## src/rtl/apb_arb_pkg.sv

```systemverilog
// rtl/apb_arb_pkg.sv - state encoding, default widths and timeout counter sizing for apb_master_arb2
package apb_arb_pkg;

  typedef logic [1:0] state_t;

  localparam state_t IDLE   = 2'd0;
  localparam state_t SETUP  = 2'd1;
  localparam state_t ACCESS = 2'd2;

  localparam int DEF_AW             = 32;
  localparam int DEF_DW             = 32;
  localparam int DEF_TIMEOUT_CYCLES = 16;

  // Counter must be able to hold the limit value itself.
  function automatic int to_cnt_w(input int timeout_cycles);
    return $clog2(timeout_cycles + 1);
  endfunction

endpackage

```

## src/rtl/apb_rr_arb2.sv

```systemverilog
// rtl/apb_rr_arb2.sv - combinational two-way round-robin picker
module apb_rr_arb2 (
  input  logic [1:0] req,
  input  logic       last_gnt,
  output logic       gnt_valid,
  output logic       gnt_id
);

  always_comb begin
    gnt_valid = |req;
    gnt_id    = 1'b0;
    case (req)
      2'b01:   gnt_id = 1'b0;
      2'b10:   gnt_id = 1'b1;
      2'b11:   gnt_id = ~last_gnt;
      default: gnt_id = 1'b0;
    endcase
  end

endmodule

```

## src/rtl/apb_master_arb2.sv

```systemverilog
// rtl/apb_master_arb2.sv - two-requester round-robin APB master; ACCESS timeout built with APB_TIMEOUT_EN
module apb_master_arb2
  import apb_arb_pkg::*;
#(
  parameter int AW             = DEF_AW,
  parameter int DW             = DEF_DW,
  parameter int TIMEOUT_CYCLES = DEF_TIMEOUT_CYCLES
) (
  input  logic          pclk,
  input  logic          presetn,
  input  logic          req0_valid,
  input  logic          req0_write,
  input  logic [AW-1:0] req0_addr,
  input  logic [DW-1:0] req0_wdata,
  output logic          req0_done,
  output logic [DW-1:0] req0_rdata,
  output logic          req0_err,
  input  logic          req1_valid,
  input  logic          req1_write,
  input  logic [AW-1:0] req1_addr,
  input  logic [DW-1:0] req1_wdata,
  output logic          req1_done,
  output logic [DW-1:0] req1_rdata,
  output logic          req1_err,
  output logic          psel,
  output logic          penable,
  output logic          pwrite,
  output logic [AW-1:0] paddr,
  output logic [DW-1:0] pwdata,
  input  logic [DW-1:0] prdata,
  input  logic          pready,
  input  logic          pslverr
);

  state_t        state;
  logic          last_gnt;
  logic          owner;
  logic [1:0]    eligible;
  logic          gnt_valid;
  logic          gnt_id;
  logic          timed_out;
  logic          complete;
  logic          err_ret;
  logic [DW-1:0] rdata_ret;

  // A requester still holding valid in its own done cycle must not be regranted.
  assign eligible = {req1_valid & ~req1_done, req0_valid & ~req0_done};

  apb_rr_arb2 u_arb (
    .req       (eligible),
    .last_gnt  (last_gnt),
    .gnt_valid (gnt_valid),
    .gnt_id    (gnt_id)
  );

`ifdef APB_TIMEOUT_EN
  localparam int            CW       = to_cnt_w(TIMEOUT_CYCLES);
  localparam logic [CW-1:0] TO_LIMIT = CW'(TIMEOUT_CYCLES);

  logic [CW-1:0] wait_cnt;

  always_ff @(posedge pclk or negedge presetn) begin
    if (!presetn) begin
      wait_cnt <= '0;
    end else if (state == SETUP) begin
      wait_cnt <= '0;
    end else if (state == ACCESS && !pready && wait_cnt != TO_LIMIT) begin
      wait_cnt <= wait_cnt + 1'b1;
    end
  end

  assign timed_out = (state == ACCESS) && !pready && (wait_cnt == TO_LIMIT);
`else
  assign timed_out = 1'b0;

  // Parameter kept so both builds share one instantiation footprint.
  if (TIMEOUT_CYCLES < 1) begin : g_timeout_param_unused
  end
`endif

  assign complete  = pready | timed_out;
  assign err_ret   = pready ? pslverr : 1'b1;
  assign rdata_ret = (pready && !pwrite) ? prdata : '0;

  always_ff @(posedge pclk or negedge presetn) begin
    if (!presetn) begin
      state      <= IDLE;
      last_gnt   <= 1'b1;
      owner      <= 1'b0;
      psel       <= 1'b0;
      penable    <= 1'b0;
      pwrite     <= 1'b0;
      paddr      <= '0;
      pwdata     <= '0;
      req0_done  <= 1'b0;
      req0_rdata <= '0;
      req0_err   <= 1'b0;
      req1_done  <= 1'b0;
      req1_rdata <= '0;
      req1_err   <= 1'b0;
    end else begin
      req0_done <= 1'b0;
      req1_done <= 1'b0;
      case (state)
        IDLE: begin
          if (gnt_valid) begin
            owner    <= gnt_id;
            last_gnt <= gnt_id;
            pwrite   <= gnt_id ? req1_write : req0_write;
            paddr    <= gnt_id ? req1_addr  : req0_addr;
            pwdata   <= gnt_id ? req1_wdata : req0_wdata;
            psel     <= 1'b1;
            penable  <= 1'b0;
            state    <= SETUP;
          end
        end
        SETUP: begin
          penable <= 1'b1;
          state   <= ACCESS;
        end
        ACCESS: begin
          if (complete) begin
            psel    <= 1'b0;
            penable <= 1'b0;
            state   <= IDLE;
            if (owner) begin
              req1_done  <= 1'b1;
              req1_err   <= err_ret;
              req1_rdata <= rdata_ret;
            end else begin
              req0_done  <= 1'b1;
              req0_err   <= err_ret;
              req0_rdata <= rdata_ret;
            end
          end
        end
        default: begin
          state   <= IDLE;
          psel    <= 1'b0;
          penable <= 1'b0;
        end
      endcase
    end
  end

endmodule
```

## config.mk

```make
export PLATFORM = sky130hd
export DESIGN_NAME = apb_master_arb2
export DESIGN_NICKNAME = d
export VERILOG_FILES = /design/src/rtl/apb_arb_pkg.sv /design/src/rtl/apb_rr_arb2.sv /design/src/rtl/apb_master_arb2.sv
export SDC_FILE = /design/constraint.sdc
export NUM_CORES = 1
export LEC_CHECK = 0
export ABC_AREA = 1
export BUFFER_PORTS_ARGS = -buffer_cell sky130_fd_sc_hd__buf_2
export CAP_MARGIN = 20
export CORE_MARGIN = 8
export CORE_UTILIZATION = 51
export DETAILED_ROUTE_END_ITERATION = 7
export GPL_ROUTABILITY_DRIVEN = 0
export GPL_TIMING_DRIVEN = 0
export PLACE_DENSITY = 0.95
export SYNTH_ARGS = -nofsm -noshare
export SYNTH_HDL_FRONTEND = slang
export SYNTH_SLANG_ARGS = --single-unit
```

## constraint.sdc

```tcl
create_clock -name pclk -period 2.1 [get_ports pclk]
set_input_delay 0.105 -clock pclk [delete_from_list [all_inputs] [get_ports pclk]]
set_output_delay 0.105 -clock pclk [all_outputs]
set_load 0.02 [all_outputs]
```

==> run_results.csv <==
group,metric,value,unit
run_status,status,"finished, final reports clean",
pwr,cellLeakagePower,6.15,nW
grt,grt_usage,0.291,
grt,grt_pass1_wl,40700,um
floorplan,initial_utilization,0.518,
finish,final-seq-area,3480,um2
clock_network,clock-sinks,139,
timing,fin_crit_sh,0.913,
timing,worst_pin_slew,0.599,ns
timing,rsz0062_at_grt,"no",
finish,post-route-util,0.735,
logic_synthesis,synth_cell_types,17,
logic_synthesis,synth_warnings,0,
critical_path,worstPathMaxFanout,10,
finish,fillCellCount,893,
clock_network,worstSkewPairLatency,0.42,ns
placed_design,post-place-ws,0.358,ns
critical_path,r2r_cells,7,
pwr,total_power,13.6,mW
grt,first_global_vias,8055,
hold_path,holdPathStages,5,
critical_path,critPathKind,"reg2reg",
timing,hold-worst-slack,0.00684,ns
grt,antenna_found_initial,1,
timing,layout_min_cycle_time,1.92,ns
drt,num_vias,7740,
drt,viasPerCell,5.17,
floorplan,core,13100,um2
timing,maxSlewHeadroom,0.601,
drt,drc_errors,0,
grt,grt_start_max_net_pins,80,
timing,setup_violations,0,
timing,finalClockSkew,0.00739,ns
critical_path,crit_path_start_kind,"flip-flop",
placed_design,port_buffers,302,
finish,multiInputGateArea,2400,um2
pwr,vdd_drop_max,0.000800,V
timing,fmax,522,MHz
floorplan,pin_count,303,
drt,firstDrtPassIters,6,
timing,slew_viol_final,0,
clock_network,cts_buffers,17,
logic_synthesis,synth_cells,941,
clock_network,clk_path_buf_depth,2,
finish,drive_gt1_frac,0.297,
floorplan,die_area,17300,um2
drt,drtAntennaViolNets,0,
drt,drtIter0Drc,570,
clock_network,clockRootBuffer,"clkbuf_16",
hold_path,hold_start,"req0_wdata[29]",
finish,area_growth,41.7,%
critical_path,end_kind,"flip-flop",
logic_synthesis,synth.net_count,1109,
hold_path,hp-class,"in2reg",
logic_synthesis,ys_seq_elements,139,
critical_path,crit_required,2.41,ns
placed_design,dp_hpwl,17100,um
grt,grt_overflow,0,
timing,setup_slack,0.183,ns
logic_synthesis,ys_seq_area_frac,0.511,
drt,wl_per_cell,17.0,um
logic_synthesis,syn_area_per_cell,7.24,um2
clock_network,cts_max_level,4,
clock_network,cts_tree,"done",
critical_path,critPathArrivalTime,2.23,ns
clock_network,clk_pin_slew,0.06,ns
floorplan,row_count,42,
floorplan,fp.dieW,132,um
drt,wl,25400,um
timing,hold_viol_final,0,
critical_path,r2r-start,"last_gnt",
floorplan,die_h,132,um
finish,num-nets-final,1476,
logic_synthesis,synth.cell_area,6810,um2
flow_run,max-cap-violations,0,
critical_path,startpoint,"last_gnt",
pwr,powerDensity,1410,nW/um2
-- area by class of cell --
type                            count  area share
Clock inverter                     14      0.0191
Sequential cell                   139       0.361
Timing Repair Buffer              348       0.207
Buffer                             51      0.0290
Multi-Input combinational cell    579       0.249
Inverter                          172      0.0669
Tap cell                          176      0.0228
Antenna cell                        1    0.000259
Clock buffer                       18      0.0455
-- worst max-delay path, stage by stage (launching register included) --
cell,delay [ns]
dfstp_2,0.53
nand3_1,0.18
nand2_1,0.12
buf_2,0.24
nand2_1,0.07
nand3_1,0.08
dlygate4sd3_1,0.55
nand2_1,0.05
-- cell usage after synthesis (all sizes together) --
library cell / n / share of area
dfrtp: 138 / 0.51
or2: 1 / 0.00092
nand3: 135 / 0.10
clkbuf: 15 / 0.0083
nand4: 1 / 0.00092
nor2: 35 / 0.026
dfstp: 1 / 0.0039
nand2: 404 / 0.22
buf: 36 / 0.033
o21ai: 3 / 0.0022
inv: 172 / 0.095
-- state kept, by name (all words and copies together) (netlist names) --
register,flops
req0_err,1
req1_rdata,32
paddr,32
req1_done,1
req1_err,1
last_gnt,1
pwdata,32
psel,1
req0_rdata,32
state,2
owner,1
pwrite,1
penable,1
req0_done,1
-- power by group --
part / internal (mW) / total [mW] / switching, mW / leakage (nW)
Clock: 1.93 / 3.17 / 1.24 / 0.309
Combinational: 1.90 / 6.03 / 4.13 / 4.07
Sequential: 3.80 / 4.43 / 0.629 / 1.77
-- through the flow --
stage / setup TNS [ns] / cell area (um2) / instances
floorplan: 0 / 6810 / 941
detailed placement: 0 / 8570 / 1420
global route: 0 / 9650 / 1498
CTS: 0 / 9650 / 1497
global placement: -133.07 / 8540 / 1419
finish: 0 / 9650 / 1498
-- metal layers --
layer | global-route usage | up-vias | part of all wire
li1 | - | 3520 | -
met1 | 0.312 | 3568 | 0.36
met2 | 0.487 | 502 | 0.48
met3 | 0.0781 | 150 | 0.091
met4 | 0.216 | 0 | 0.076
met5 | 0 | - | 0
-- logic make-up after synthesis --
kind of cell | Yosys count | share of synthesized area
AO/OA/AOI/OAI | 3 | 0.00220
buffers and inverters | 223 | 0.136
flip-flops | 139 | 0.511
AND/OR/NAND/NOR | 576 | 0.351
-- worst paths after layout --
kind | end | slack (ns)
worst max-delay path | pwrite | 0.18
worst min-delay path | pwdata[29] | 0.007
worst max register to register | pwrite | 0.18
worst min register to register | psel | 0.47
max in group asynchronous | req0_rdata[24] | 1.03
min in group asynchronous | paddr[13] | 0.28
-- layout by cell type, fill, tap and decap left out, types with 3 or more instances in the layout --
| cell | Yosys | routed |
|---|---|---|
| inv_6 | 0 | 3 |
| nor2_1 | 18 | 18 |
| clkinv_4 | 0 | 4 |
| nand2_1 | 404 | 404 |
| dlygate4sd3_1 | 0 | 45 |
| buf_2 | 20 | 321 |
| nor2_2 | 17 | 17 |
| clkbuf_1 | 15 | 15 |
| o21ai_0 | 3 | 3 |
| buf_4 | 11 | 11 |
| buf_6 | 3 | 4 |
| clkbuf_16 | 0 | 17 |
| inv_1 | 169 | 169 |
| nand3_1 | 133 | 133 |
| inv_2 | 3 | 3 |
| dfrtp_1 | 138 | 138 |
| bufinv_16 | 0 | 3 |
-- repair_timing --
item                      CTS  global route
hold endpoints to repair  110             0
gates resized for setup     0             0
buffers inserted            0             0
hold buffers               45             0
(Power assumes the default switching activity.)
